File: src/rtl/gpu_alu_pkg.sv
// Shared opcode, state and flag definitions for the execute-stage ALU.
// Latency: n/a (types and helpers only).
// Backpressure: n/a.
package gpu_alu_pkg;

    typedef enum logic [2:0] {
        OP_ADD  = 3'b000,
        OP_SUB  = 3'b011,
        OP_MUL  = 3'b100,
        OP_CONV = 3'b101
    } alu_op_e;

    typedef enum logic [1:0] {
        S_IDLE,
        S_MUL,
        S_CONV,
        S_SAT
    } exec_state_e;

    localparam int FLAG_N = 3;
    localparam int FLAG_Z = 2;
    localparam int FLAG_C = 1;
    localparam int FLAG_V = 0;

    // Lane counter width; a single lane still needs one bit to index.
    function automatic int cnt_w(input int lanes);
        return (lanes > 1) ? $clog2(lanes) : 1;
    endfunction

    // Place the four condition bits at their architectural positions.
    function automatic logic [3:0] pack_flags(input logic n, input logic z,
                                              input logic c, input logic v);
        logic [3:0] f;
        f         = '0;
        f[FLAG_N] = n;
        f[FLAG_Z] = z;
        f[FLAG_C] = c;
        f[FLAG_V] = v;
        return f;
    endfunction

endpackage

File: src/rtl/alu_exec_unit_conv_mac.sv
// Per-lane convolution MAC: unsigned pixel x signed coefficient into a signed accumulator.
// Latency: accumulator updates on the enable edge; sat_o is combinational from acc + current lane.
// Backpressure: none, sequenced entirely by the parent's lane counter.
module conv_mac
    import gpu_alu_pkg::*;
#(
    parameter int LANE_W = 8,
    parameter int LANES  = 4,
    parameter int SHIFT  = 4,
    localparam int ACC_W = 2*LANE_W + $clog2(LANES) + 1,
    localparam int CNT_W = cnt_w(LANES)
) (
    input  logic                      clk,
    input  logic                      rst_n,
    input  logic                      clr_i,
    input  logic                      en_i,
    input  logic [CNT_W-1:0]          lane_sel_i,
    input  logic [LANES*LANE_W-1:0]   pix_i,
    input  logic [LANES*LANE_W-1:0]   coef_i,
    output logic [LANE_W-1:0]         sat_o
);

    localparam int PROD_W = 2*LANE_W + 1;

    logic        [LANE_W-1:0] pix_lane;
    logic        [LANE_W-1:0] coef_lane;
    logic signed [PROD_W-1:0] pix_x;
    logic signed [PROD_W-1:0] coef_x;
    logic signed [PROD_W-1:0] prod;
    logic signed [ACC_W-1:0]  acc_q;
    logic signed [ACC_W-1:0]  acc_sum;
    logic signed [ACC_W-1:0]  acc_shr;

    // Select the current lane, form its product and the running sum including it.
    always_comb begin
        pix_lane  = pix_i[lane_sel_i*LANE_W +: LANE_W];
        coef_lane = coef_i[lane_sel_i*LANE_W +: LANE_W];
        pix_x     = signed'({{(LANE_W+1){1'b0}}, pix_lane});
        coef_x    = signed'({{(LANE_W+1){coef_lane[LANE_W-1]}}, coef_lane});
        prod      = pix_x * coef_x;
        acc_sum   = acc_q + signed'({{(ACC_W-PROD_W){prod[PROD_W-1]}}, prod});
    end

    // Normalise then clamp into the unsigned pixel range.
    always_comb begin
        acc_shr = acc_sum >>> SHIFT;
        if (acc_shr[ACC_W-1]) begin
            sat_o = '0;
        end else if (|acc_shr[ACC_W-2:LANE_W]) begin
            sat_o = '1;
        end else begin
            sat_o = acc_shr[LANE_W-1:0];
        end
    end

    // Accumulator: clear wins over accumulate.
    always_ff @(posedge clk or negedge rst_n) begin
        if (!rst_n) begin
            acc_q <= '0;
        end else if (clr_i) begin
            acc_q <= '0;
        end else if (en_i) begin
            acc_q <= acc_sum;
        end
    end

endmodule

File: src/rtl/alu_exec_unit.sv
// Execute-stage ALU: ADD/MOV/SUB single cycle, MUL two cycles, CONV per-lane MAC with saturation.
// Latency: ADD/SUB/illegal T+1, MUL T+2, CONV T+LANES+1 (result and out_valid registered).
// Backpressure: in_ready low while MUL/CONV in flight; out_valid is a one-cycle pulse, never stalled.
module alu_exec_unit
    import gpu_alu_pkg::*;
#(
    parameter int WIDTH  = 32,
    parameter int LANE_W = 8,
    parameter int SHIFT  = 4
) (
    input  logic             clk,
    input  logic             rst_n,
    input  logic             in_valid,
    output logic             in_ready,
    input  logic [2:0]       alu_control,
    input  logic             src_a,
    input  logic [WIDTH-1:0] op_a,
    input  logic [WIDTH-1:0] op_b,
    input  logic             flush,
    output logic             out_valid,
    output logic [WIDTH-1:0] result,
    output logic [3:0]       flags,
    output logic             illegal,
    output logic             stall_o
);

    localparam int LANES = WIDTH / LANE_W;
    localparam int CNT_W = cnt_w(LANES);

    exec_state_e      state_q, state_d;
    logic [CNT_W-1:0] k_q, k_d;
    logic [WIDTH-1:0] a_q, a_d, b_q, b_d;
    logic [WIDTH-1:0] result_q, result_d;
    logic [3:0]       flags_q, flags_d;
    logic             out_valid_q, out_valid_d;
    logic             illegal_q, illegal_d;
    logic             mac_clr, mac_en;

    logic [WIDTH-1:0] a_eff;
    logic [WIDTH:0]   add_full, sub_full;
    logic             add_v, sub_v;
    logic [WIDTH-1:0] mul_lo;
    logic [LANE_W-1:0] sat;

    assign in_ready = (state_q == S_IDLE);
    assign stall_o  = ~in_ready;

    // Single-cycle datapath on the live operands; MUL works from the captured copies.
    assign a_eff    = src_a ? '0 : op_a;
    assign add_full = {1'b0, a_eff} + {1'b0, op_b};
    assign sub_full = {1'b0, a_eff} + {1'b0, ~op_b} + {{WIDTH{1'b0}}, 1'b1};
    assign add_v    = (a_eff[WIDTH-1] == op_b[WIDTH-1]) && (add_full[WIDTH-1] != a_eff[WIDTH-1]);
    assign sub_v    = (a_eff[WIDTH-1] != op_b[WIDTH-1]) && (sub_full[WIDTH-1] != a_eff[WIDTH-1]);
    assign mul_lo   = a_q * b_q;

    conv_mac #(
        .LANE_W (LANE_W),
        .LANES  (LANES),
        .SHIFT  (SHIFT)
    ) u_conv_mac (
        .clk        (clk),
        .rst_n      (rst_n),
        .clr_i      (mac_clr),
        .en_i       (mac_en),
        .lane_sel_i (k_q),
        .pix_i      (a_q),
        .coef_i     (b_q),
        .sat_o      (sat)
    );

    // Next-state, operand capture and result formation; flush overrides everything.
    always_comb begin
        state_d     = state_q;
        k_d         = k_q;
        a_d         = a_q;
        b_d         = b_q;
        result_d    = result_q;
        flags_d     = flags_q;
        out_valid_d = 1'b0;
        illegal_d   = 1'b0;
        mac_clr     = 1'b0;
        mac_en      = 1'b0;
        if (flush) begin
            state_d = S_IDLE;
            k_d     = '0;
            mac_clr = 1'b1;
        end else begin
            case (state_q)
                S_IDLE: begin
                    if (in_valid) begin
                        case (alu_op_e'(alu_control))
                            OP_ADD: begin
                                result_d    = add_full[WIDTH-1:0];
                                flags_d     = pack_flags(add_full[WIDTH-1], add_full[WIDTH-1:0] == '0,
                                                         add_full[WIDTH], add_v);
                                out_valid_d = 1'b1;
                            end
                            OP_SUB: begin
                                result_d    = sub_full[WIDTH-1:0];
                                flags_d     = pack_flags(sub_full[WIDTH-1], sub_full[WIDTH-1:0] == '0,
                                                         sub_full[WIDTH], sub_v);
                                out_valid_d = 1'b1;
                            end
                            OP_MUL: begin
                                a_d     = a_eff;
                                b_d     = op_b;
                                state_d = S_MUL;
                            end
                            OP_CONV: begin
                                // Pixels are taken raw: zeroing operand A makes no sense for CONV.
                                a_d     = op_a;
                                b_d     = op_b;
                                k_d     = '0;
                                mac_clr = 1'b1;
                                state_d = (LANES == 1) ? S_SAT : S_CONV;
                            end
                            default: begin
                                result_d    = '0;
                                flags_d     = '0;
                                illegal_d   = 1'b1;
                                out_valid_d = 1'b1;
                            end
                        endcase
                    end
                end
                S_MUL: begin
                    result_d    = mul_lo;
                    flags_d     = pack_flags(mul_lo[WIDTH-1], mul_lo == '0, 1'b0, 1'b0);
                    out_valid_d = 1'b1;
                    state_d     = S_IDLE;
                end
                S_CONV: begin
                    // Lanes 0..LANES-2 accumulate here; the last lane is folded into SAT.
                    mac_en = 1'b1;
                    k_d    = k_q + 1'b1;
                    if (k_q == CNT_W'(LANES - 2)) begin
                        state_d = S_SAT;
                    end
                end
                S_SAT: begin
                    result_d    = {{(WIDTH-LANE_W){1'b0}}, sat};
                    flags_d     = pack_flags(1'b0, sat == '0, 1'b0, 1'b0);
                    out_valid_d = 1'b1;
                    k_d         = '0;
                    mac_clr     = 1'b1;
                    state_d     = S_IDLE;
                end
                default: begin
                    state_d = S_IDLE;
                end
            endcase
        end
    end

    // State, operand and output registers.
    always_ff @(posedge clk or negedge rst_n) begin
        if (!rst_n) begin
            state_q     <= S_IDLE;
            k_q         <= '0;
            a_q         <= '0;
            b_q         <= '0;
            result_q    <= '0;
            flags_q     <= '0;
            out_valid_q <= 1'b0;
            illegal_q   <= 1'b0;
        end else begin
            state_q     <= state_d;
            k_q         <= k_d;
            a_q         <= a_d;
            b_q         <= b_d;
            result_q    <= result_d;
            flags_q     <= flags_d;
            out_valid_q <= out_valid_d;
            illegal_q   <= illegal_d;
        end
    end

    assign out_valid = out_valid_q;
    assign result    = result_q;
    assign flags     = flags_q;
    assign illegal   = illegal_q;

endmodule

File: config.mk
export PLATFORM = sky130hd
export DESIGN_NAME = alu_exec_unit
export DESIGN_NICKNAME = d
export VERILOG_FILES = /design/src/rtl/gpu_alu_pkg.sv /design/src/rtl/alu_exec_unit_conv_mac.sv /design/src/rtl/alu_exec_unit.sv
export SDC_FILE = /design/constraint.sdc
export NUM_CORES = 2
export LEC_CHECK = 0
export BUFFER_PORTS_ARGS = -buffer_cell sky130_fd_sc_hd__buf_2
export CAP_MARGIN = 20
export CORE_MARGIN = 2
export CORE_UTILIZATION = 35
export DETAILED_ROUTE_END_ITERATION = 7
export SLEW_MARGIN = 10
export SYNTH_ARGS = -nofsm -noshare
export SYNTH_HDL_FRONTEND = slang
export SYNTH_SLANG_ARGS = --single-unit
File: constraint.sdc
create_clock -name clk -period 8.9 [get_ports clk]
set_input_delay 0.89 -clock clk [delete_from_list [all_inputs] [get_ports clk]]
set_output_delay 0.89 -clock clk [all_outputs]
set_load 0.05 [all_outputs]
==> results_dict.tcl <==
set metrics [dict create \
    antenna_found_initial 2 \
    yosysTopAreaCell "fa_1" \
    regToRegSetupSlack_ps 600 \
    cts-resized-gates 0 \
    critPathMaxStageDelay_ps 690 \
    avgRoutedWirePerCell_um 22.6 \
    wirelength_um 99800 \
    cts_tree "done" \
    ys_types 98 \
    drt_first_pass_iters 6 \
    use_met1_pct 33.6 \
    worst_pin_slew_ps 1040 \
    vias 23900 \
    worst-path-buf-inv 4 \
    setup_viol 0 \
    yosysTopAreaCellShare_pct 31.8 \
    holdWs_ps 390 \
    slew_headroom_pct 30.5 \
    cp.required_ps 9280 \
    crit_path_end_kind "flip-flop" \
    die_area_um2 85200 \
    synth_fp_nets 4089 \
    grt_max_degree 97 \
    dr.first_iter.drc_count 2193 \
    layout_min_cycle_time_ps 8300 \
    place_congestion 1.00 \
    grt_busiest_layer "met2" \
    rsz0062_at_grt "false" \
    nNetsFinal 4107 \
    synth.area.top_cells "fa_1 (32%), ha_1 (11%), dfrtp_1 (11%)" \
    gr-usage-met3_pct 2.72 \
    path_delay_family "adder cells" \
    fmax_mhz 120 \
    die_w_um 292 \
    final.period_utilization_pct 93.3 \
    die_h_um 292 \
    synth_ff_type "dfrtp_1" \
    cts-htree-levels 4 \
    clk-insertion-delay-late_ps 450 \
    cts_num_sinks 124 \
    ys_seq_elements 124 \
    fin_ws_ps 599 \
    crit_path_top_delay_cell "dfrtp_1" \
    outcome "completed" \
    cap_viol_max_count 0 \
    crit_fanout 14 \
    path_class "flip-flop to flip-flop" \
    grt_pass1_wl_um 154000 \
    use_met2_pct 37.9 \
    ant_nets 0 \
    drc 0 \
    async_flop_share_pct 100 \
    fin_skew_ps 10.6 \
    synth_edf_count 0 \
    hold_path_class "input port to asynchronous set/reset pin" \
    slew_viol_final 0 \
    track_usage_pct 23.9 \
    syn_area_per_cell_um2 8.77 \
    clk_transition_reported_paths_ps 70 \
    routed_via_density 5.43 \
    multiInputGateArea_um2 23200 \
    critPathArrivalTime_ps 8690 \
    start_util_pct 35.3 \
    portBuffers 111 \
    root_buffer "clkbuf_16" \
    syn2layout_area_growth_pct 8.06 \
    core_area_um2 82100 \
    cts_setup_buffers 0 \
    fin_setup_tns_ps 0 \
    cpMostUsedCell "fa_1" \
    preCtsSetupSlack_ps 698 \
    hold_violations 0 \
    yosys_warnings 0 \
    hpwl_um 82600 \
    n_fill_cell 8308 \
    netlist_area_um2 29000 \
    regArea_um2 3100 \
    fp-row-count 105 \
    grt_pass1_vias 24400 \
    startpoint_type "flip-flop" \
    postCtsHoldBufs 0 \
    drive_above_1_share_pct 8.03 \
    gr-total-overflow 0 \
    synthCells 3307 \
    ys_seq_area_share_pct 10.7 \
    cts_inserted_buffers 17 \
    num_io_pins 112 \
    ctsLongestPathBuffers 2 \
]
[metal layers]
metal  part of all wire, %  routed length (µm)
met1                    44               43800
met2                    45               45200
met3                   6.9                6890
met4                   3.9                3920
met5                 0.010                  10
[area by class of cell]
cell class,instances,area share [%]
antenna,1,0.00798
clock buffer,19,1.44
clock inverter,13,0.451
inverter,528,6.32
multi-input combinational,2473,74.1
sequential,124,9.90
tap,1070,4.27
timing repair buffer,181,3.47
[logic make-up (layout without fill, tap and decap cells)]
group                    count (synthesis)  after routing  share of synthesized area [%]
other                                    0              1                              0
flip-flops                             124            124                           10.7
buffers and inverters                  710            741                           9.29
multiplexers                            24             24                           1.52
AND/OR/NAND/NOR                       1067           1067                           18.9
AO/OA/AOI/OAI                          539            539                           12.9
adder cells (fa/ha/maj)                710            710                           42.6
XOR/XNOR                               133            133                           4.13
[Yosys cell counts (all sizes together) (26+ instances only)]
library cell  instances
fa                  461
ha                  249
nor3                 33
inv                 528
xor2                 34
dfrtp               124
and2                347
nor2b                55
xnor2                98
clkbuf              171
a21oi               122
a21o                 27
a22o                 47
a31oi                26
nor2                146
nand2               336
o21ai               110
nand3                26
nand2b               29
[final timing paths]
| kind | from | endpoint | cells past startpoint |
|---|---|---|---|
| setup / recovery | a_q[9]$_DFFE_PN0P_ | flags[2]$_DFFE_PN0P_ | 25 |
| hold / removal | rst_n | result[0]$_DFFE_PN0P_ | 1 |
| setup reg to reg | a_q[9]$_DFFE_PN0P_ | flags[2]$_DFFE_PN0P_ | 25 |
| hold reg to reg | u_conv_mac.acc_q[6]$_DFFE_PN0P_ | u_conv_mac.acc_q[6]$_DFFE_PN0P_ | 2 |
| max in group asynchronous | rst_n | result[23]$_DFFE_PN0P_ | 2 |
| min in group clk | u_conv_mac.acc_q[6]$_DFFE_PN0P_ | u_conv_mac.acc_q[6]$_DFFE_PN0P_ | 2 |
[layout by cell type (no fill, tap or decap), types with 16 or more instances in the layout]
cell type and n:
a21o_1 26, a21oi_1 121, a22o_1 47, a31oi_1 25
and2_1 346, buf_2 110, buf_4 70, clkbuf_16 17
dfrtp_1 124, fa_1 461, ha_1 249, inv_1 524
mux4_2 16, nand2_1 335, nand2b_1 29, nand3_1 25
nor2_1 144, nor2b_1 55, nor3_1 29, o211ai_1 16
o21a_1 23, o21ai_0 90, o21ai_1 20, xnor2_1 97
xor2_1 34
[sequential cells by signal, indices dropped and copies added, names as in the netlist]
| signal | count |
|---|---|
| flags | 3 |
| result | 32 |
| state_q | 2 |
| u_conv_mac.acc_q | 19 |
| k_q | 2 |
| b_q | 32 |
| a_q | 32 |
| illegal | 1 |
| out_valid | 1 |
[per-stage QoR]
step | cell area (µm²) | utilization, % | instances
after floorplan | 29000 | - | 3307
after global placement | 30700 | 37.4 | 4376
after detailed placement | 30700 | 37.4 | 4376
after CTS | 31300 | 38.2 | 4408
after global routing | 31300 | 38.2 | 4408
final | 31300 | 38.2 | 4409
Power is not shown: default switching activity piles up to over one toggle a cycle in this logic, so the estimate is an artifact.
